--- src/rtl/sat_counter.sv ---
//============================================================================
// Module : sat_counter
// Brief  : Saturating up-counter with clear and a look-ahead target match.
// Rev    : 1.0
//============================================================================
`default_nettype none

module sat_counter #(
  parameter int WIDTH  = 16,
  parameter int TARGET = 0
) (
  input  logic             clk,
  input  logic             rst,
  input  logic             i_clr,
  input  logic             i_inc,
  output logic [WIDTH-1:0] o_count,
  output logic             o_hit
);

  localparam logic [WIDTH-1:0] C_TARGET    = WIDTH'(TARGET);
  localparam bit               C_REACHABLE = ((longint'(TARGET) >> WIDTH) == 0);

  logic [WIDTH-1:0] count_q;
  logic [WIDTH-1:0] count_d;

  always_comb begin
    count_d = count_q;
    if (i_clr) begin
      count_d = '0;
    end else if (i_inc && !(&count_q)) begin
      count_d = count_q + 1'b1;
    end
  end

  always_ff @(posedge clk) begin
    if (rst) begin
      count_q <= '0;
    end else begin
      count_q <= count_d;
    end
  end

  assign o_count = count_q;
  // Matches the value the counter will hold after this edge.
  assign o_hit   = C_REACHABLE && (count_d == C_TARGET);

endmodule

`default_nettype wire

--- config.mk ---
export PLATFORM = sky130hd
export DESIGN_NAME = sat_counter
export DESIGN_NICKNAME = d
export VERILOG_FILES = /design/src/rtl/sat_counter.sv
export SDC_FILE = /design/constraint.sdc
export NUM_CORES = 1
export LEC_CHECK = 0
export ABC_AREA = 1
export CAP_MARGIN = 20
export CORE_ASPECT_RATIO = 1.2
export CORE_UTILIZATION = 46
export CTS_CLUSTER_SIZE = 10
export DETAILED_ROUTE_END_ITERATION = 16
export GPL_TIMING_DRIVEN = 0
export PLACE_DENSITY = 0.83
export SLEW_MARGIN = 0
export SYNTH_ARGS = -nofsm -noshare
export SYNTH_HDL_FRONTEND = slang
export SYNTH_SLANG_ARGS = --single-unit
--- constraint.sdc ---
create_clock -name clk -period 1.4 [get_ports clk]
set_input_delay 0.14 -clock clk [delete_from_list [all_inputs] [get_ports clk]]
set_output_delay 0.14 -clock clk [all_outputs]
set_load 0.05 [all_outputs]
==> metrics <==
Antenna Nets Post-Route=0; initial core utilization=0.484; largest area contributor in the netlist=dfxtp_1; worst ir drop on vdd=around 0.00046 V; critical path endpoint category=output pin; nets@finish=221; synth-to-layout area growth=42.5%; status=complete, but fails checks; row count=19; hold_buf cts=0; leak pwr=0.762 nW; final hold vios=0; Core Region=2280 µm²; Avg Cell Area, Syn=between 5 and 6 µm²; R2R cell count=10; number of max-cap violations=0; Syn Nets=190; final setup fails=5; design area=around 1600 µm²; Post-Synth Simple-Gate Area=0.554; fin crit period=2230 ps; Worst Tran Pin Value=about 530 ps; Synth top area share=0.290; die area=2600 µm²; ANT cells=0; Syn Std Cell Area=1100 µm²; Data required, critical path=roughly 1300 ps; clk_lat worst skew=300 ps; port bufs=19; initial antenna violation count=0; Reg2Reg Setup Slack=-110 ps; GPL Wtd Cong=0.875; Design Power=775 µW; die width=46.7 µm; Post-DP HPWL=~2100 µm; gr usage total=0.253; adder-cell share of the synthesized area=0.0113; Crit Path Max Fanout=5; Worst EP arrival=2090 ps; Post-Route WL=3200 µm; clock root buffer=clkbuf_4; R2R Path End=o_count[3]; Period Utilization, post-route=1.60; Critical path origin=o_count[4]; ranking of synthesized cells by area=dfxtp_1 29%, nand2_1 17%, nand3_1 13%; post-DR wirelength/cell=approximately 13 µm; FMAX=~0.45 GHz; Mapped Cells=185; die height=55.7 µm; number of flip-flops in the largest register=16; DR iter-0 viols=47; Pre-antenna DRT Iters=4; DP Area=approximately 1400 µm²; H-tree depth=1; GRT overflow=0; fraction of layout cells with a size suffix above 1=0.322; hold_sp=rst; XOR/XNOR share of the synthesized area=0; Vias/cell=5.32; vias in the first global route=between 1000 and 1500; pwr dens=493 nW/µm²; Layout Skew=roughly 4.2 ps; Warnings, synthesis=0; FF+latch count, synth=16; mux share of post-synthesis cell area=0; CTS max path bufs=2; Worst Hold Class=in -> reg; pin count of the biggest net entering global routing=11; Slew Limit Fails=0; CTS tree=built; Worst setup endpoint=o_hit; Clock Pin Slew Worst Setup and Hold Paths=100 ps; setup repair after global routing missed its margin=yes; Synth cell types=18; # IOs=21; CTS Buf Count=3; CTS sink count=16; r2r startpoint=o_count[4]; setup ws final=-834 ps; Remaining DRCs=0; compound-gate portion of the synthesized area=0.0385; failing checks=negative setup slack; WS Path Type=reg -> out; first-pass GRT wire length=4890 µm; relative slew slack=0.644; combinational family with the most area after synthesis=simple AND/OR/NAND/NOR gates; CP Launch Type=flip-flop; post-synthesis sequential area ratio=0.290; vias=1303; Filler Cell Count=201
-- logic make-up after synthesis --
family / after synthesis
flops: 16
fa+ha+maj: 1
simple gates: 133
compound gates: 6
buf+inv: 29
-- cell usage in the layout, fill, tap and decap left out --
cell type	count
clkbuf_1	1
inv_1	22
nor2_2	10
nand2_2	11
nand3_1	23
o21ai_0	1
nand3_2	6
nand3b_1	2
buf_4	4
buf_1	2
dfxtp_4	16
dlygate4sd2_1	17
nand2_4	2
clkdlybuf4s50_1	1
ha_4	1
nand2_1	45
nand4_1	1
nor2_4	7
inv_2	3
o21bai_1	5
clkbuf_4	3
buf_6	5
nor2_1	25
nand4_4	1
-- stage by stage --
stage / util / hold slack (ps) / setup slack [ps] / TNS (ps) / instances
after global routing: 0.689 / 199 / -917 / -2190 / 245
after CTS: 0.651 / 196 / -733 / -733 / 240
after floorplan: - / 361 / -441 / -441 / 185
final: 0.689 / 186 / -834 / -972 / 245
after detailed placement: 0.626 / 492 / -1460 / -4020 / 235
after global placement: 0.626 / 463 / -1440 / -3530 / 235
-- worst min-delay path by stage --
stage / to / slack [ps] / depth (start not counted)
global placement: o_count[2] / 460 / 2
global route: o_count[6] / 200 / 2
CTS: o_count[15] / 200 / 2
finish: o_count[2] / 190 / 2
detailed placement: o_count[15] / 490 / 2
floorplan: o_count[1] / 360 / 3
-- power by group --
part / total (mW) / internal [mW] / leakage [nW] / switching, mW
registers: 0.432 / 0.428 / 0.142 / 0.00370
logic: 0.0888 / 0.0280 / 0.607 / 0.0608
clock network: 0.255 / 0.100 / 0.0138 / 0.154
total: 0.775 / 0.557 / 0.762 / 0.219
-- layer usage --
layer  share of wire  GRT usage  up-vias
met5               0          0        -
li1                -          -      637
met2            0.53      0.419       36
met1            0.39      0.295      615
met4           0.043      0.122        0
met3           0.033     0.0487       15
-- Yosys cell counts --
library cell / count
buf_1: 2
dfxtp_1: 16
nand2_1: 51
nand3b_1: 2
nor2_1: 36
nand3_1: 29
nand2_2: 7
nand4_1: 1
o21ai_0: 1
nor2_4: 5
o21bai_1: 5
nand4_2: 1
nor2_2: 1
inv_2: 2
buf_6: 1
clkbuf_1: 1
ha_1: 1
inv_1: 23
-- layout make-up --
cell class	count	area, µm²	share of cell area
multi-input combinational	140	781	0.496
inverter	25	93.8	0.0597
timing repair buffer	26	234	0.149
tap	31	38.8	0.0247
clock buffer	3	22.5	0.0143
buffer	4	22.5	0.0143
sequential	16	380	0.242
-- timing repair --
item	in CTS	in global routing
cloned	0	1
setup endpoints to repair	21	15
resized for setup	34	17
setup buffers	2	4
pin swaps	2	16
-- worst max-delay path, cell delays in order, from the launching register on --
cell,delay [ps]
dfxtp_4,390
nand2_1,110
nor2_2,140
nand2_2,110
inv_2,100
nand2_4,60
buf_6,130
nand2_2,60
nand2_2,60
nand3_2,60
nand2_1,70
nor2_2,160
nand2_2,90
nor2_4,110
buf_6,160
(Power assumes the default switching activity.)
